**config.mk**
```make
export PLATFORM = sky130hd
export DESIGN_NAME = trigger_encoder
export DESIGN_NICKNAME = d
export VERILOG_FILES = /design/src/rtl/trig_pkg.sv /design/src/rtl/sat_counter16.sv /design/src/rtl/trigger_encoder.sv
export SDC_FILE = /design/constraint.sdc
export NUM_CORES = 1
export LEC_CHECK = 0
export ABC_AREA = 1
export ABC_CLOCK_PERIOD_IN_PS = 1800
export BUFFER_PORTS_ARGS = -buffer_cell sky130_fd_sc_hd__clkbuf_2
export CORE_ASPECT_RATIO = 1.25
export CORE_MARGIN = 2
export CORE_UTILIZATION = 52
export DETAILED_ROUTE_END_ITERATION = 16
export HOLD_SLACK_MARGIN = 0.12
export PLACE_DENSITY_LB_ADDON = 0.08
export SYNTH_ARGS = -nofsm -noshare
export SYNTH_HDL_FRONTEND = slang
export SYNTH_SLANG_ARGS = --single-unit
```
**constraint.sdc**
```tcl
create_clock -name Clock -period 1.8 [get_ports Clock]
set_clock_uncertainty 0.15 [all_clocks]
set_input_delay 0.18 -clock Clock [delete_from_list [all_inputs] [get_ports Clock]]
set_output_delay 0.18 -clock Clock [all_outputs]
set_load 0.005 [all_outputs]
```
**src/rtl/trig_pkg.sv**
```systemverilog
// trig_pkg: shared types and helpers for the trigger stream encoder.
//   trig_state_t : encoder FSM states
//   FRAME_LEN    : bits per frame (start, tag[1], tag[0], parity)
//   TAG_W        : tag width
//   PEND_W       : pending-counter width (holds DEPTH up to 15)
//   GAP_W        : gap-counter width (holds MIN_GAP up to 7)
//   odd_parity() : parity bit that makes tag ^ parity odd; also used by the decoder model
package trig_pkg;

   typedef enum logic [2:0] {
      StIdle,
      StStrt,
      StTb1,
      StTb0,
      StPrty,
      StGap
   } trig_state_t;

   localparam int unsigned FRAME_LEN = 4;
   localparam int unsigned TAG_W     = 2;
   localparam int unsigned PEND_W    = 4;
   localparam int unsigned GAP_W     = 3;

   function automatic logic odd_parity(input logic [TAG_W-1:0] tag);
      return ~(^tag);
   endfunction

endpackage

```
**src/rtl/sat_counter16.sv**
```systemverilog
// sat_counter16: 16-bit event counter that sticks at 0xFFFF instead of wrapping.
// Ports:
//   clk   in   clock
//   rst_n in   asynchronous active-low clear
//   inc   in   count one event this cycle
//   count out  current count (registered)
module sat_counter16 (
   input  logic        clk,
   input  logic        rst_n,
   input  logic        inc,
   output logic [15:0] count
);

   logic [15:0] count_q;

   always_ff @(posedge clk or negedge rst_n) begin
      if (!rst_n) begin
         count_q <= '0;
      end else if (inc && (count_q != 16'hFFFF)) begin
         count_q <= count_q + 16'd1;
      end
   end

   assign count = count_q;

endmodule

```
**src/rtl/trigger_encoder.sv**
```systemverilog
// trigger_encoder: serialises accepted triggers into 4-bit frames on a 1-wire stream
// (start=1, tag[1], tag[0], odd parity), followed by MIN_GAP forced-idle cycles.
// Triggers arriving during a frame queue in a pending counter of depth DEPTH;
// excess triggers are dropped and counted.
// Parameters:
//   DEPTH   (1..15) maximum pending triggers
//   MIN_GAP (0..7)  idle cycles on Trig after each parity bit
// Ports:
//   Clock        in   system clock
//   ResetN       in   asynchronous active-low reset
//   TrigIn       in   trigger request pulse, sampled each rising edge
//   Enable       in   gates acceptance of new TrigIn pulses
//   ForcePrtyErr in   invert parity of the next dispatched frame (TRIG_PARITY_INJECT_EN only)
//   Trig         out  serial trigger stream (registered)
//   Tag          out  tag of the most recently started frame
//   Busy         out  frame in flight, gap running, or triggers pending
//   NTrig        out  frames sent, saturating
//   NDropped     out  triggers dropped on overflow, saturating
// Build option: define TRIG_PARITY_INJECT_EN to enable parity-error injection.
module trigger_encoder
   import trig_pkg::*;
#(
   parameter int unsigned DEPTH   = 4,
   parameter int unsigned MIN_GAP = 1
) (
   input  logic        Clock,
   input  logic        ResetN,
   input  logic        TrigIn,
   input  logic        Enable,
   input  logic        ForcePrtyErr,
   output logic        Trig,
   output logic [1:0]  Tag,
   output logic        Busy,
   output logic [15:0] NTrig,
   output logic [15:0] NDropped
);

   localparam logic [PEND_W-1:0] DepthMax = PEND_W'(DEPTH);
   localparam logic [GAP_W-1:0]  GapLast  = GAP_W'((MIN_GAP == 0) ? 0 : MIN_GAP - 1);

   trig_state_t       state_q;
   logic [PEND_W-1:0] pending_q, pending_d;
   logic [TAG_W-1:0]  tag_cnt_q;
   logic [TAG_W-1:0]  tag_q;
   logic [GAP_W-1:0]  gap_q;
   logic              req_q;
   logic              trig_q;
   logic              busy_q;
   logic              inj_q;

   logic accept;
   logic ready;
   logic dispatch;
   logic overflow;
   logic force_sample;

`ifdef TRIG_PARITY_INJECT_EN
   assign force_sample = ForcePrtyErr;
`else
   logic unused_force;
   assign unused_force = ForcePrtyErr;
   assign force_sample = 1'b0;
`endif

   // TrigIn/Enable are captured at the edge they are sampled; the request is acted on
   // one edge later, which is the edge that drives the start bit.
   always_ff @(posedge Clock or negedge ResetN) begin
      if (!ResetN) begin
         req_q <= 1'b0;
      end else begin
         req_q <= Enable && TrigIn;
      end
   end

   assign accept = req_q;

   // The last cycle of a frame (end of gap, or parity when there is no gap) behaves as
   // IDLE for dispatch, so back-to-back frames repeat every 4+MIN_GAP cycles.
   always_comb begin
      ready = 1'b0;
      unique case (state_q)
         StIdle:  ready = 1'b1;
         StPrty:  ready = (MIN_GAP == 0);
         StGap:   ready = (gap_q == '0);
         default: ready = 1'b0;
      endcase
   end

   assign dispatch = ready && ((pending_q != '0) || accept);
   assign overflow = accept && !dispatch && (pending_q == DepthMax);

   // Bypass (accept + dispatch together) leaves the counter alone.
   always_comb begin
      pending_d = pending_q;
      if (accept && !dispatch && !overflow) begin
         pending_d = pending_q + 1'b1;
      end else if (dispatch && !accept) begin
         pending_d = pending_q - 1'b1;
      end
   end

   always_ff @(posedge Clock or negedge ResetN) begin
      if (!ResetN) begin
         pending_q <= '0;
      end else begin
         pending_q <= pending_d;
      end
   end

   always_ff @(posedge Clock or negedge ResetN) begin
      if (!ResetN) begin
         state_q   <= StIdle;
         trig_q    <= 1'b0;
         tag_q     <= '0;
         tag_cnt_q <= '0;
         gap_q     <= '0;
         inj_q     <= 1'b0;
         busy_q    <= 1'b0;
      end else begin
         if (dispatch) begin
            state_q   <= StStrt;
            trig_q    <= 1'b1;
            tag_q     <= tag_cnt_q;
            tag_cnt_q <= tag_cnt_q + 1'b1;
            inj_q     <= force_sample;
         end else begin
            unique case (state_q)
               StIdle: begin
                  trig_q <= 1'b0;
               end
               StStrt: begin
                  state_q <= StTb1;
                  trig_q  <= tag_q[1];
               end
               StTb1: begin
                  state_q <= StTb0;
                  trig_q  <= tag_q[0];
               end
               StTb0: begin
                  state_q <= StPrty;
                  trig_q  <= odd_parity(tag_q) ^ inj_q;
               end
               StPrty: begin
                  trig_q <= 1'b0;
                  if (MIN_GAP > 0) begin
                     state_q <= StGap;
                     gap_q   <= GapLast;
                  end else begin
                     state_q <= StIdle;
                  end
               end
               StGap: begin
                  trig_q <= 1'b0;
                  if (gap_q == '0) begin
                     state_q <= StIdle;
                  end else begin
                     gap_q <= gap_q - 1'b1;
                  end
               end
               default: begin
                  state_q <= StIdle;
                  trig_q  <= 1'b0;
               end
            endcase
         end
         // Without a dispatch, a ready state falls to IDLE; every other state stays busy.
         busy_q <= !(ready && !dispatch) || (pending_d != '0);
      end
   end

   sat_counter16 u_ntrig (
      .clk   (Clock),
      .rst_n (ResetN),
      .inc   (dispatch),
      .count (NTrig)
   );

   sat_counter16 u_ndropped (
      .clk   (Clock),
      .rst_n (ResetN),
      .inc   (overflow),
      .count (NDropped)
   );

   assign Trig = trig_q;
   assign Tag  = tag_q;
   assign Busy = busy_q;

endmodule
```
==> qor.yml <==
run_status:
  status: "completed"
grt:
  antenna_found_initial: 0
  groute.usage.overall_pct: 20.2
  grt_max_degree: 19
  overflow: 0
  first_global_vias: 2342
  grt_pass1_wl_um: 10000
drt:
  route.layer.met1.wl_um: 2560
  drt_iter0_markers: 128
  num_vias: 2530
  routed-wl-met3_um: 157
  drt_wl_total_um: 6120
  drtAntennaViolNets: 0
  top_layer_used: "met4"
  drt-vias-per-instance: 4.94
  post_drt_wl_per_cell_um: 12.0
  routed-wl-met2_um: 3340
  drc: 0
  drt_first_pass_iters: 4
die:
  die_x_um: 69.9
  ios: 41
  die_area_sq_um: 6030
  dieHeight_um: 86.3
  rows: 30
  start_util_pct: 52.9
  core_area_sq_um: 5330
setup_path:
  reg2reg_slack_ps: 60
  end_kind: "flop"
  path_cells: "inv_2 -> ha_4 -> nand2_4 -> o21ai_4 -> buf_6 -> nor2_2 -> nand2_2 -> nor2_4 -> buf_12 -> nand2_1 -> o21ai_0"
  crit_slowest_cell: "dfrtp_1"
  critical_path_arrival_ps: 1770
  crit_path_start_kind: "flop"
  path_class: "flop to flop"
  required_ps: 1830
  crit_buf_inv: 3
  cpPeakStageDelay_ps: 400
  crit_family: "flip-flops"
  critical_path.max_fanout: 15
synthesis:
  ys_top_cells_by_area: "dfrtp_1, nand2_1, xor2_1"
  ys_warn_count: 0
  ys_seq_area_share_pct: 43.5
  synth_fp_nets: 376
  ys_ff_latch: 49
  synth_top_area_share_pct: 43.5
  synth_edf_count: 0
  syn_inst: 365
  syn_area_sq_um: 2820
  synth_cell_types: 28
  synth_ff_type: "dfrtp_1"
  avgSynthCellArea_sq_um: 7.72
  synth.most_common_cell: "nand2_1"
  async_flop_share_pct: 100
  synthTopCellsByCount: "nand2_1, dfrtp_1, inv_1"
  yosysTopAreaCell: "dfrtp_1"
placement:
  dp_hpwl_um: 4380
  place.gp.congestion: 0.845
  pre_cts_ws_ps: -44.4
  numPortBuffers: 39
layout:
  diodes: 0
  drive_above_1_share_pct: 26.1
  num-fill-cells: 474
  layout.nets: 459
  syn_to_final_growth_pct: 28.1
timing:
  period_needed_ps: 1740
  slew_viol_final: 0
  layout_worst_path_cycle_share_pct: 96.6
  slew_headroom_pct: 69.5
  fmax_mhz: 575
  timing.hold.ws_ps: 215
  final_hold_viol_count: 0
  worstMarginPinSlew_ps: 457
  setup_ws_ps: 60.4
  rsz0062_at_grt: "true"
  setup_violations: 0
clock_network:
  cts_made_buffers: 5
  cts_tree: "done"
  path_clk_slew_ps: 90
  h-tree-depth: 2
  clock_latency_ps: 290
  clock_sinks: 49
  cts-root-buf: "clkbuf_8"
  cts-root-to-sink-buffers: 2
pwr:
  p_leak_nw: 1.76
  cellPowerDensity_nw_per_um2: 1270
  peakVddDrop_uv: 720
worst_hold_path:
  hp-class: "primary input to async pin"
run:
  cap_viol_max_count: 0
[final cells by class]
type	count	area [sq um]	area share [%]
Multi-Input combinational cell	267	1470	40.8
Inverter	44	175	4.85
Tap cell	64	80.1	2.22
Timing Repair inverter	1	6.26	0.173
Timing Repair Buffer	80	562	15.6
Clock buffer	7	86.3	2.39
Sequential cell	49	1230	34.0
[metal layers]
| layer | up-vias | GRT usage, % |
|---|---|---|
| li1 | 1304 | - |
| met1 | 1184 | 24.9 |
| met2 | 37 | 36.0 |
| met3 | 5 | 2.79 |
| met4 | 0 | 7.69 |
| met5 | - | 0 |
[stage by stage]
stage | utilization, % | power (W) | setup TNS (ps) | cell area, sq um | cells
2_1_floorplan | - | 0.00271 | 0 | 2820 | 365
3_5_place_dp | 61.1 | 0.00330 | -277 | 3260 | 489
3_3_place_gp | 61.1 | 0.00325 | 0 | 3260 | 489
6_report | 67.8 | 0.00458 | 0 | 3610 | 512
4_1_cts | 63.5 | 0.00401 | -82.3 | 3390 | 501
5_1_grt | 67.8 | 0.00494 | -424 | 3610 | 512
[power breakdown]
part	total (W)	switching (W)	internal, W	leakage, nW
Combinational	0.00240	0.00124	0.00116	1.07
Clock	0.000646	0.000341	0.000306	0.0443
Sequential	0.00154	0.000197	0.00134	0.646
[sequential cells by signal, indices dropped and copies added (netlist names)]
signal            cells
pending_q             4
gap_q                 3
tag_cnt_q             2
Busy                  1
u_ntrig.count        16
accept                1
Trig                  1
state_q               3
Tag                   2
u_ndropped.count     16
[timing repair]
action,4_1_cts,5_1_grt
hold buffers,3,0
setup endpoints to repair,20,36
resized for setup,0,43
gates cloned,0,2
pin swaps,1,11
buffers inserted,2,10
endpoints found under the hold margin,17,0
[path summary, 6_finish.rpt]
path,startpoint,endpoint,depth (start not counted)
min reg2reg,tag_cnt_q[1],tag_cnt_q[1],2
max,gap_q[1],u_ndropped.count[9],11
max in group asynchronous,ResetN,state_q[2],3
max reg2reg,gap_q[1],u_ndropped.count[9],11
min,ResetN,u_ndropped.count[10],2
min in group Clock,tag_cnt_q[1],tag_cnt_q[1],2
[cell families after synthesis]
kind of cell	share of synthesized area (%)
AND/OR/NAND/NOR	30.6
adder cells (fa/ha/maj)	2.66
XOR/XNOR	9.63
flip-flops	43.5
AO/OA/AOI/OAI	5.99
buffers and inverters	7.59
[cells in the final DEF, fill, tap and decap left out, drive strengths merged]
| cell | instances |
|---|---|
| o31ai | 1 |
| inv | 42 |
| ha | 6 |
| nor3 | 12 |
| clkinv | 3 |
| dfrtp | 49 |
| nand2 | 134 |
| clkbuf | 46 |
| o221ai | 1 |
| a21oi | 2 |
| nand4 | 6 |
| xor2 | 21 |
| nor2 | 28 |
| nand3 | 23 |
| o211ai | 2 |
| dlygate4sd3 | 3 |
| xnor2 | 10 |
| o21ai | 21 |
| buf | 38 |
Power figures use the tool's default switching activity.
